<file path="config.mk">
export PLATFORM = sky130hd
export DESIGN_NAME = sdf_butterfly
export DESIGN_NICKNAME = d
export VERILOG_FILES = /design/src/rtl/sdf_butterfly.sv
export SDC_FILE = /design/constraint.sdc
export NUM_CORES = 1
export LEC_CHECK = 0
export CAP_MARGIN = 20
export CORE_UTILIZATION = 51
export DETAILED_ROUTE_END_ITERATION = 6
export GPL_ROUTABILITY_DRIVEN = 0
export GPL_TIMING_DRIVEN = 0
export PLACE_DENSITY = 0.83
export SETUP_SLACK_MARGIN = 0.02
export SLEW_MARGIN = 20
export SYNTH_ARGS = -nofsm -noshare
export SYNTH_HDL_FRONTEND = slang
export SYNTH_SLANG_ARGS = --single-unit
</file>
<file path="constraint.sdc">
create_clock -name clock -period 3.24 [get_ports clock]
set_input_delay 0.486 -clock clock [delete_from_list [all_inputs] [get_ports clock]]
set_output_delay 0.486 -clock clock [all_outputs]
set_load 0.02 [all_outputs]
</file>
<file path="src/rtl/sdf_butterfly.sv">
// Radix-2 single-path delay-feedback butterfly stage.
// Parks the first half-frame in an external delay buffer, then emits sums and feeds differences back.
module sdf_butterfly #(
    parameter int WIDTH      = 16,
    parameter int DELAY      = 8,
    parameter int ADDR_WIDTH = 3,
    parameter int SCALE      = 1
) (
    input  logic                 clock,
    input  logic                 reset,
    input  logic                 in_en,
    input  logic [WIDTH-1:0]     in_re,
    input  logic [WIDTH-1:0]     in_im,
    output logic                 db_wr_en,
    output logic [2*WIDTH-1:0]   db_wr_data,
    input  logic [2*WIDTH-1:0]   db_rd_data,
    output logic                 out_en,
    output logic [WIDTH-1:0]     out_re,
    output logic [WIDTH-1:0]     out_im
);

    localparam logic [ADDR_WIDTH:0] CNT_LAST = {(ADDR_WIDTH+1){1'b1}};
    localparam logic [ADDR_WIDTH:0] CNT_ONE  = {{ADDR_WIDTH{1'b0}}, 1'b1};

    // Scaled results drop the LSB, which is an arithmetic shift toward -inf.
    function automatic logic [WIDTH-1:0] fit(input logic [WIDTH:0] v);
        if (SCALE != 0) begin
            fit = v[WIDTH:1];
        end else begin
            fit = v[WIDTH-1:0];
        end
    endfunction

    logic [ADDR_WIDTH:0] cnt_q, cnt_d;
    logic                primed_q, primed_d;
    logic                out_en_q, out_en_d;
    logic [WIDTH-1:0]    out_re_q, out_re_d;
    logic [WIDTH-1:0]    out_im_q, out_im_d;

    logic                bf_s;
    logic [WIDTH-1:0]    a_re_s, a_im_s;
    logic [WIDTH:0]      sum_re_s, sum_im_s, dif_re_s, dif_im_s;

    assign bf_s     = cnt_q[ADDR_WIDTH];
    assign a_re_s   = db_rd_data[2*WIDTH-1:WIDTH];
    assign a_im_s   = db_rd_data[WIDTH-1:0];
    assign sum_re_s = {a_re_s[WIDTH-1], a_re_s} + {in_re[WIDTH-1], in_re};
    assign sum_im_s = {a_im_s[WIDTH-1], a_im_s} + {in_im[WIDTH-1], in_im};
    assign dif_re_s = {a_re_s[WIDTH-1], a_re_s} - {in_re[WIDTH-1], in_re};
    assign dif_im_s = {a_im_s[WIDTH-1], a_im_s} - {in_im[WIDTH-1], in_im};

    // Buffer write path: raw input while filling, differences while butterflying.
    always_comb begin
        db_wr_en = in_en;
        if (bf_s) begin
            db_wr_data = {fit(dif_re_s), fit(dif_im_s)};
        end else begin
            db_wr_data = {in_re, in_im};
        end
    end

    // Next-state for the beat counter, primed flag and output register.
    always_comb begin
        cnt_d    = cnt_q;
        primed_d = primed_q;
        out_en_d = 1'b0;
        out_re_d = out_re_q;
        out_im_d = out_im_q;
        if (in_en) begin
            cnt_d = cnt_q + CNT_ONE;
            if (cnt_q == CNT_LAST) begin
                primed_d = 1'b1;
            end else begin
                primed_d = primed_q;
            end
            if (bf_s) begin
                out_en_d = 1'b1;
                out_re_d = fit(sum_re_s);
                out_im_d = fit(sum_im_s);
            end else begin
                // Drained differences are only genuine once a full frame has gone through.
                out_en_d = primed_q;
                out_re_d = a_re_s;
                out_im_d = a_im_s;
            end
        end else begin
            out_en_d = 1'b0;
        end
    end

    // State and output registers with synchronous reset.
    always_ff @(posedge clock) begin
        if (reset) begin
            cnt_q    <= {(ADDR_WIDTH+1){1'b0}};
            primed_q <= 1'b0;
            out_en_q <= 1'b0;
            out_re_q <= {WIDTH{1'b0}};
            out_im_q <= {WIDTH{1'b0}};
        end else begin
            cnt_q    <= cnt_d;
            primed_q <= primed_d;
            out_en_q <= out_en_d;
            out_re_q <= out_re_d;
            out_im_q <= out_im_d;
        end
    end

    assign out_en = out_en_q;
    assign out_re = out_re_q;
    assign out_im = out_im_q;

endmodule

</file>
=== Yosys cells after proc, flatten, opt, wreduce, memory -nomap -nowiden ===
Index checks and enable logic that the tools add are counted.
Widths: inputs -> output; s select.

* Flip-flop bits (word level): 38
* Input bits: 67
* Output and inout bits: 66
* Word-level logic and storage cells: 18

* Add/subtract/negate cells: 5
* Eq/ne operators: 1
* Multiplexer cells: 4
* Bitwise gates (word level): 1
* Reductions and logical operators: 2

{| class="wikitable"
|+ Operators by type and width
! operator !! count
|-
| $add 16x16->17 || 2
|-
| $sub 16x16->17 || 2
|-
| $mux 16 || 2
|-
| $mux 32 || 1
|-
| $add 4x1->4 const B || 1
|-
| $eq 4x4->1 const B || 1
|-
| $reduce_and 2->1 || 1
|-
| $reduce_or 2->1 || 1
|-
| $mux 1 || 1
|-
| $not 1->1 || 1
|}

=== Longest topological paths before layout ===
* Word-level depth: 2
* Gate-level depth with buffers: 10

=== Worst setup path after synthesis ===
OpenSTA, ideal clock, no wires.

* Kind: input to output
* From: input port in_re[0]
* To: output port db_wr_data[29]
* Data arrival time: 2.816 ns
* Data required time: 2.754 ns
* Setup slack: -0.062 ns
* Stages: 9
* Path through: nor2b_1 > fa_1 > inv_1 > a21oi_1 > o21ai_1 > a311oi_2 > a211oi_1 > nor2_1 > o311ai_0

* Word-level cells in the longest chain between the ends: 2

{| class="wikitable"
|+ RTL lines
! element !! RTL line !! source
|-
| start: declaration || 12 || <nowiki>input logic [WIDTH-1:0] in_re,</nowiki>
|-
| $sub 16x16->17 || 49 || <nowiki>assign dif_re_s = {a_re_s[WIDTH-1], a_re_s} - {in_re[WIDTH-1], in_re};</nowiki>
|-
| $mux 32 || 55 || <nowiki>if (bf_s) begin</nowiki>
|-
| end: declaration || 15 || <nowiki>output logic [2*WIDTH-1:0] db_wr_data,</nowiki>
|}

No other way between the ends.

=== Final worst setup path ===
* From: input port in_re[10]
* To: output port db_wr_data[31]

Same word-level chain as after synthesis.

==> metrics.txt <==
status complete, no violations; wire per inst 18.4 um; initial antenna violation count 0; CP Class input pin to output pin; vias per cell 6.18; antenna cells 0; DIE WIDTH 102 um; Worst EP arrival 2700 ps; vias in the first global route 5925; Detailed Routing Iterations Pass 1 7; min Tclk post-route 3180 ps; Die Height 102 um; synthesized cell area 5080 um^2; CTS buffer count 5; clock group share of total power 23.5%; crit-path cells clkdlybuf4s50_1, inv_2, ha_4, inv_2, o21bai_1, a21o_1, a21o_1, a21o_1, a221o_1, o211ai_1, buf_4; overall routing resource usage 33.9%; I/O pins 133; clk slew on worst S/H paths 80 ps; FF+latch count, synth 38; Hold Crit Class flip-flop to flip-flop; Yosys cell types 71; WHS 473 ps; H-tree level count 2; Max FO, Critical Path 6; most used cell, CP a21o_1; predominant post-synthesis flop cell dfxtp_1; Layout area overhead 45.7%; worst r2r src cnt_q[3]; reg2reg end out_re[4]; maximum clock path buffer count 2; reg2reg setup slack 1270 ps; Max-Cap Viols 0; slowest CP cell clkdlybuf4s50_1; switching power 817 uW; Fin. Hold Viols 0; FFs w/ async S/R, synth 0%; P_int 1320 uW; WHS Path Cells 1; sequential power share 24.1%; Root Buffer clkbuf_8; Logic pwr share 52.3%; post-detailed-routing wire length 18.6 mm; Worst-Margin Slew 782 ps; share of cells above drive strength 1 20.2%; Post-synth EDFFs 0; Setup crit start kind input pin; Warnings, synthesis 0; Max Slew Vio Count 0; Core ar. 9730 um^2; Buffers on Ports 132; global-route wire length before repair 27.8 mm; syn_area_per_cell 7.12 um^2; CP endpoint kind output pin; Syn Nets 846; vias after detailed routing 6249; post-route ant nets 0; Post-Syn Instances 714; clock sink total 38; NumNets Final 1009; Power Density 288 nW/um^2; R2R depth 6; detailed-route DRC error count 0; register area share after synthesis 15.0%; Req. time, crit path 2750 ps; Critical Path Max Stage Delay 510 ps; Clk Latency, worst-skew pair 300 ps; worst vdd ir 0.204 mV; CTS tree yes; final setup vio count 0; static leakage 0.00320 uW; Sw Ratio 38.3%; hold endpoint out_re[9]; Synth area leaders ha_1 15%, dfxtp_1 15%, a21oi_1 6.2%, nor2_1 6.2%, xnor2_1 5.0%; Initial Util 52.2%; die area 10400 um^2; Worst Clk Skew 8.34 ps; min-delay src out_re[9]; Rows 36; DP Wirelength 13.0 mm; fmax 314 MHz; largest net degree at the start of global routing 14; period utilization 98.2%; Synth top area share 15.0%; fin util 76.1%; Yosys top cell by area ha_1; max_slew headroom 47.9%; grt total ovfl 0; initial DRC count 388
power by group through the flow:
stage | Sequential [uW] | Combinational, uW | Clock, uW
after floorplan | 549 | 554 | 0
after global placement | 523 | 876 | 0
after detailed placement | 523 | 904 | 0
after CTS | 513 | 1010 | 493
after global routing | 516 | 1190 | 512
final | 515 | 1120 | 502
timing repair:
| action | in CTS | in global routing |
|---|---|---|
| hold buffers | 0 | 0 |
| resized for setup | 168 | 112 |
| endpoints found under the hold margin | 0 | 0 |
| pin swaps | 26 | 27 |
| buffers inserted | 18 | 16 |
| endpoints found under the setup margin | 31 | 29 |
how the worst max path moves through the flow:
stage | slack [ps] | cells after the start | to | from
3_5_place_dp | -1060 | 11 | db_wr_data[13] | db_rd_data[1]
3_3_place_gp | -990 | 11 | db_wr_data[13] | db_rd_data[1]
5_1_grt | -7 | 12 | db_wr_data[15] | in_im[3]
6_report | 60 | 11 | db_wr_data[31] | in_re[10]
2_1_floorplan | 30 | 10 | db_wr_data[15] | in_im[3]
4_1_cts | -30 | 11 | db_wr_data[13] | in_im[0]
state kept, by name, summed over array words and instances, names as in the netlist:
name / count
primed_q: 1
cnt_q: 4
out_im: 16
out_en: 1
out_re: 16
metal layers:
layer  routed length (um)  vias up  GRT usage [%]
met5                    0        -              0
met4                  775        0           17.3
met3                 1810       74           5.13
met2                 8750      407           57.1
met1                 7240     2904           42.1
li1                     -     2864              -
area by class of cell:
| cell class | instances | area (um^2) |
|---|---|---|
| repair buffers | 166 | 1520 |
| flip-flops and latches | 38 | 761 |
| clock buffers | 5 | 68.8 |
| inverters | 65 | 251 |
| fillers | 708 | 2320 |
| well taps | 133 | 166 |
| multi-input cells | 570 | 4380 |
| plain buffers | 31 | 188 |
| clock inverters | 3 | 68.8 |
placed cells by master, fill, tap and decap left out, drive strengths merged, types with 9 or more instances in the layout:
cell type,instances
xnor2,29
ha,61
dlymetal6s2s,18
clkbuf,34
nor3,22
nand2b,11
o211ai,9
nand2,48
dlygate4sd2,14
dfxtp,38
mux2i,17
xor2,9
nor2,84
buf,60
o21ai,41
a31oi,10
nor2b,11
nand3,19
o21bai,9
clkdlybuf4s50,74
a21oi,64
inv,63
a211oi,14
cells in the mapped netlist (all sizes together) (4+ instances only):
cell type  instances
nor2              84
a21oi             64
inv               64
ha                61
nand2             48
o21ai             41
dfxtp             38
xnor2             29
clkbuf            25
nor3              22
nand3             19
mux2i             17
buf               16
a211oi            14
nand2b            11
nor2b             11
a31oi             10
o211ai             9
o21bai             9
xor2               9
o21a               8
o31ai              8
and3               7
nor4               7
a21o               6
a311oi             6
or3                6
and2               5
a211o              4
a221oi             4
fa                 4
o22ai              4
worst max-delay path: cells and delay by family:
| kind | cells | cell delay [ps] |
|---|---|---|
| AOI/OAI and AO/OA | 6 | 1090 |
| adders and majority gates | 1 | 270 |
| buffers and inverters | 4 | 860 |
per-stage QoR:
| stage | std cells | total power (uW) | instance area (um^2) | setup slack [ps] | setup TNS [ps] |
|---|---|---|---|---|---|
| after detailed placement | 979 | 1430 | 6570 | -1060 | -18210 |
| after floorplan | 714 | 1100 | 5080 | 29.7 | 0 |
| final | 1011 | 2130 | 7400 | 57.1 | 0 |
| after global routing | 1011 | 2220 | 7400 | -6.77 | -7.54 |
| after CTS | 997 | 2010 | 7080 | -29.7 | -29.7 |
| after global placement | 979 | 1400 | 6570 | -993 | -15690 |
cells by family (layout without fill, tap and decap cells):
family	count (synthesis)	in the layout	synth area share (%)
flops	38	38	15.0
fa+ha+maj	65	65	16.6
compound gates	214	214	28.0
mux	18	18	3.57
xor+xnor	38	38	6.55
simple gates	235	235	22.2
buf+inv	106	270	8.12
Power figures use the tool's default switching activity.
==> RTL edit 1, RTL diff (config.mk and constraints unchanged) <==
`WIDTH`: 16 -> 32.
--- a/src/rtl/sdf_butterfly.sv
+++ b/src/rtl/sdf_butterfly.sv
@@ -3,3 +3,3 @@
 module sdf_butterfly #(
-    parameter int WIDTH      = 16,
+    parameter int WIDTH      = 32,
     parameter int DELAY      = 8,
Interface: changed (6 resized); port bits go from 133 to 261. The function was not compared with the original's and may differ.
==> RTL edit 1 against the original RTL <==
- the run now ends with negative setup slack left
- routed wire length rose to 2.7 times the old value
- total power up 140%
- sequential cell count up 32
- final area up 120%
- sequential power up 86%
- setup slack worse by 0.51 ns
- final cell count up 110%
- area after synthesis up 110%
- highest routed layer unchanged
==> RTL edit 1: results (changes against the original RTL) <==
routed wl met3=6320 um (+250%); Worst VDD drop=0.264 mV (+30%); most frequent cells after synthesis=nor2_1 (190), a21oi_1 (169), ha_1 (125); first-pass iteration count of the detailed router=6 (-1); Setup Skew=0.00551 ns (-0.00283 ns); Min-Delay Path Class=input port to flip-flop; CP max stage delay=0.34 ns (-0.17 ns); total track usage=41.6% (+7.7 points); DR WL/cell=23.1 um (+26%); failing checks=negative setup slack; crit path max fanout=4 (-2); Place WS=-1.51 ns (-0.445 ns); Layout fillers=1252 (+77%); vias in the first global route=13300 (+120%); hold path cells=3 (+2); H-tree levels=3 (+1); Least-Margin Pin Slew=1.03 ns (+0.251 ns); synth top area cells=ha_1 (15%), dfxtp_1 (13%), a21oi_1 (8.1%); clk_lat worst skew=0.36 ns (+0.06 ns); arrival time at the worst endpoint=3.20 ns (+0.50 ns); Post-DP Area=13500 sq um (+110%); Iteration-0 DRC Markers=1871 (+380%); PortBufs=260 (+97%); root buf cell=clkbuf_16; switching share of power=41.4% (+3.1 points); fin worst setup slack=-0.451 ns (-0.508 ns); Leak=6.70 nW (+110%); Synth Net Count=1755 (+110%); placed cells=2020 (+110%); TritonCTS Buffers=9 (+4); DP HPWL=30800 um (+140%); largest net degree at the start of global routing=15 (+1); slowest cell on the critical path=o41ai_4; first-pass GRT wire length=70300 um (+150%); setup TNS=-7.59 ns (-7.59 ns); status=complete, but fails checks; Distinct cells, synth=83 (+17%); cell count after synthesis=1495 (+110%); met2 routed WL=21600 um (+150%); final setup violation count=28 (+28); post-synthesis sequential area ratio=13.4% (-1.5 points)
==> RTL edit 1: changes by cell type in the layout (fill, tap and decap cells not counted), moves of 33 or more <==
cell and change:
xnor2_1 +54, o21ai_0 +41, nor2_1 +104, buf_4 +93
buf_6 +38, ha_1 +39, clkdlybuf4s50_1 +54, nand2_1 +42
a21oi_1 +88, inv_1 +33
==> RTL edit 1: path summary, 6_finish.rpt <==
| path | startpoint | to | slack (ns) |
|---|---|---|---|
| max | in_im[14] | db_wr_data[31] | -0.45 |
| min | db_rd_data[15] | out_im[15]$_SDFFE_PP0P_ | 0.45 |
| max reg2reg | cnt_q[3]$_SDFFE_PP0P_ | out_im[2]$_SDFFE_PP0P_ | 0.70 |
| min reg2reg | primed_q$_SDFFE_PP0P_ | out_en$_SDFF_PP0_ | 0.48 |
==> RTL edit 1: worst register-to-register path, cell delays in order, from the launching register on <==
cell and delay [ns]:
dfxtp_1 0.63, clkbuf_1 0.59, buf_1 0.66, a211oi_1 0.26, a21oi_1 0.22, nor2_1 0.06
==> RTL edit 1: cell families after synthesis <==
family	count (synthesis)	synth area share [%]
mux	19	1.83
xor+xnor	103	8.65
buf+inv	227	8.60
simple gates	423	18.2
flops	70	13.4
fa+ha+maj	129	15.8
compound gates	524	33.6
==> RTL edit 1: layer usage <==
layer,track usage [%],vias up
met5,0,-
met4,24.1,0
met3,10.3,411
met2,66.8,1331
met1,50.3,6505
li1,-,6038
==> RTL edit 1: final cells by class <==
cell class,instances,area share (%)
Timing Repair Buffer,383,21.2
Multi-Input combinational cell,1198,59.7
Clock inverter,7,0.804
Buffer,77,2.89
Tap cell,265,2.07
Inverter,128,3.19
Clock buffer,9,1.40
Sequential cell,70,8.74
==> RTL edit 1: repair_timing <==
item	in CTS	in global routing
pin swaps	108	98
endpoints found under the setup margin	81	67
gates resized for setup	657	222
hold endpoints to repair	0	0
buffers inserted	83	42
==> RTL edit 1: power groups by stage <==
| stage | Combinational [mW] | Sequential [mW] | Clock, mW |
|---|---|---|---|
| 3_3_place_gp | 2.08 | 0.971 | 0 |
| 4_1_cts | 2.43 | 0.953 | 1.21 |
| 2_1_floorplan | 1.36 | 1.01 | 0 |
| 3_5_place_dp | 2.12 | 0.971 | 0 |
| 6_report | 2.88 | 0.960 | 1.22 |
| 5_1_grt | 3.02 | 0.962 | 1.27 |
==> RTL edit 2, RTL diff (same flow settings) <==
Without the edit above. Register the input `db_rd_data` before use. The logic sees it one clock later. The other inputs are not delayed to match.
--- a/src/rtl/sdf_butterfly.sv
+++ b/src/rtl/sdf_butterfly.sv
@@ -24,2 +24,8 @@
 
+    logic [2*WIDTH-1:0] db_rd_data_q;
+
+    always_ff @(posedge clock) begin
+        db_rd_data_q <= db_rd_data;
+    end
+
     // Scaled results drop the LSB, which is an arithmetic shift toward -inf.
@@ -44,4 +50,4 @@
     assign bf_s     = cnt_q[ADDR_WIDTH];
-    assign a_re_s   = db_rd_data[2*WIDTH-1:WIDTH];
-    assign a_im_s   = db_rd_data[WIDTH-1:0];
+    assign a_re_s   = db_rd_data_q[2*WIDTH-1:WIDTH];
+    assign a_im_s   = db_rd_data_q[WIDTH-1:0];
     assign sum_re_s = {a_re_s[WIDTH-1], a_re_s} + {in_re[WIDTH-1], in_re};
Function: changed (Yosys sat finds a counterexample within 4 cycles, from zero or initial values and one cycle with reset high).
==> RTL edit 2 against the original RTL <==
- largest cell class unchanged
- die area increased by 12%
- setup slack worse by 0.075 ns
- routed wire length is 16% higher
- total power increased by 36%
- first-iteration DRC count is 70% higher
- clock skew rose by 0.0055 ns
- sequential cell count is 32 higher
- area after synthesis increased by 12%
- final area is 9.5% higher
- the run now ends with design-rule violations, negative setup slack left
- sequential power up 87%
==> RTL edit 2: results (changes against the original RTL) <==
Comb power frac=39.6% (-13 points); Synth Area in Adders=14.8% (-1.8 points); Signal buf overhead=20.5% (-2.5 points); multi-input logic area=4420 sq um (+0.94%); Final Net Count=1024 (+1.5%); Clock Power=0.786 mW (+57%); Worst R2R Start=db_rd_data_q[0]$_DFF_P_; clk_lat worst skew=0.39 ns (+0.09 ns); Post-DP Area=7200 sq um (+9.5%); total track usage=35.0% (+1.1 points); cell count after synthesis=735 (+2.9%); Tapcells=140 (+5.3%); Place WS=-0.988 ns (+0.0763 ns); r2r setup slk=0.43 ns (-0.84 ns); Routed WL=21500 um (+16%); vias in the first global route=6503 (+9.8%); mux cell area share after synthesis=4.14% (+0.57 points); multi-input gates=559 (-1.9%); Layout fillers=747 (+5.5%); met1 GRT Util=38.1% (-4.0 points); M2 GR Usage=59.3% (+2.3 points); Worst Hold End=out_im[5]$_SDFFE_PP0P_; # clk buffers=10 (+5); crit path launch=in_re[4]; met2 routed WL=10200 um (+16%); DP HPWL=14100 um (+8.0%); RR Endpoint=out_im[13]$_SDFFE_PP0P_; H-tree levels=3 (+1); Synth Area in Compound Gates=26.4% (-1.5 points); detail-routed via count per cell=6.42 (+3.9%); switching share of power=37.0% (-1.3 points); fin worst setup slack=-0.0178 ns (-0.0748 ns); TritonCTS Buffers=9 (+4); Distinct cells, synth=65 (-8.5%); Layout clock area frac=2.56% (+0.70 points); critical path endpoint=db_wr_data[29]; Worst VDD drop=0.326 mV (+60%); Setup Skew=0.0139 ns (+0.00551 ns); inverters=63 (-3.1%); Seq. cell area=1400 sq um (+84%); post-synthesis sequential area ratio=24.5% (+9.6 points); final setup violation count=1 (+1); PortBufs=131 (-0.76%); worst r2r path cells=9 (+3); detailed-route DRC error count=6 (+6); first-pass GRT wire length=31400 um (+13%); Fin Hold WS=0.458 ns (-0.0141 ns); fraction of layout cells with a size suffix above 1=17.9% (-2.2 points); Iteration-0 DRC Markers=660 (+70%); met3 global-route usage=9.38% (+4.3 points); hold path start=out_im[5]$_SDFFE_PP0P_; M1 wire length=7670 um (+6.0%); failing checks=design-rule violations, negative setup slack; status=complete, but fails checks
==> RTL edit 2: cell types whose count changed after synthesis, moves of 5 or more <==
cell	delta
a21o_1	+10
a21oi_1	-7
a31oi_1	+6
buf_2	-8
clkbuf_1	+9
dfxtp_1	+32
nand3_1	-5
nor2_1	-19
nor3_1	-8
o21ai_0	+31
o21ai_1	-8
o31ai_1	-5
xnor2_1	+5
==> RTL edit 2: critical path: stages <==
cell and delay, ns:
clkdlybuf4s50_1 0.51, inv_1 0.10, ha_4 0.18, a2111o_1 0.44
o21ai_4 0.23, a31oi_4 0.14, a31oi_2 0.17, xor2_1 0.09
mux2i_1 0.23, buf_4 0.19
==> RTL edit 2: repair_timing <==
| action | in CTS | in global routing |
|---|---|---|
| gates resized for setup | 178 | 72 |
| buffers inserted | 11 | 18 |
| hold buffers | 0 | 0 |
| endpoints found under the setup margin | 30 | 27 |
| cloned | 0 | 0 |
| pin swaps | 19 | 18 |
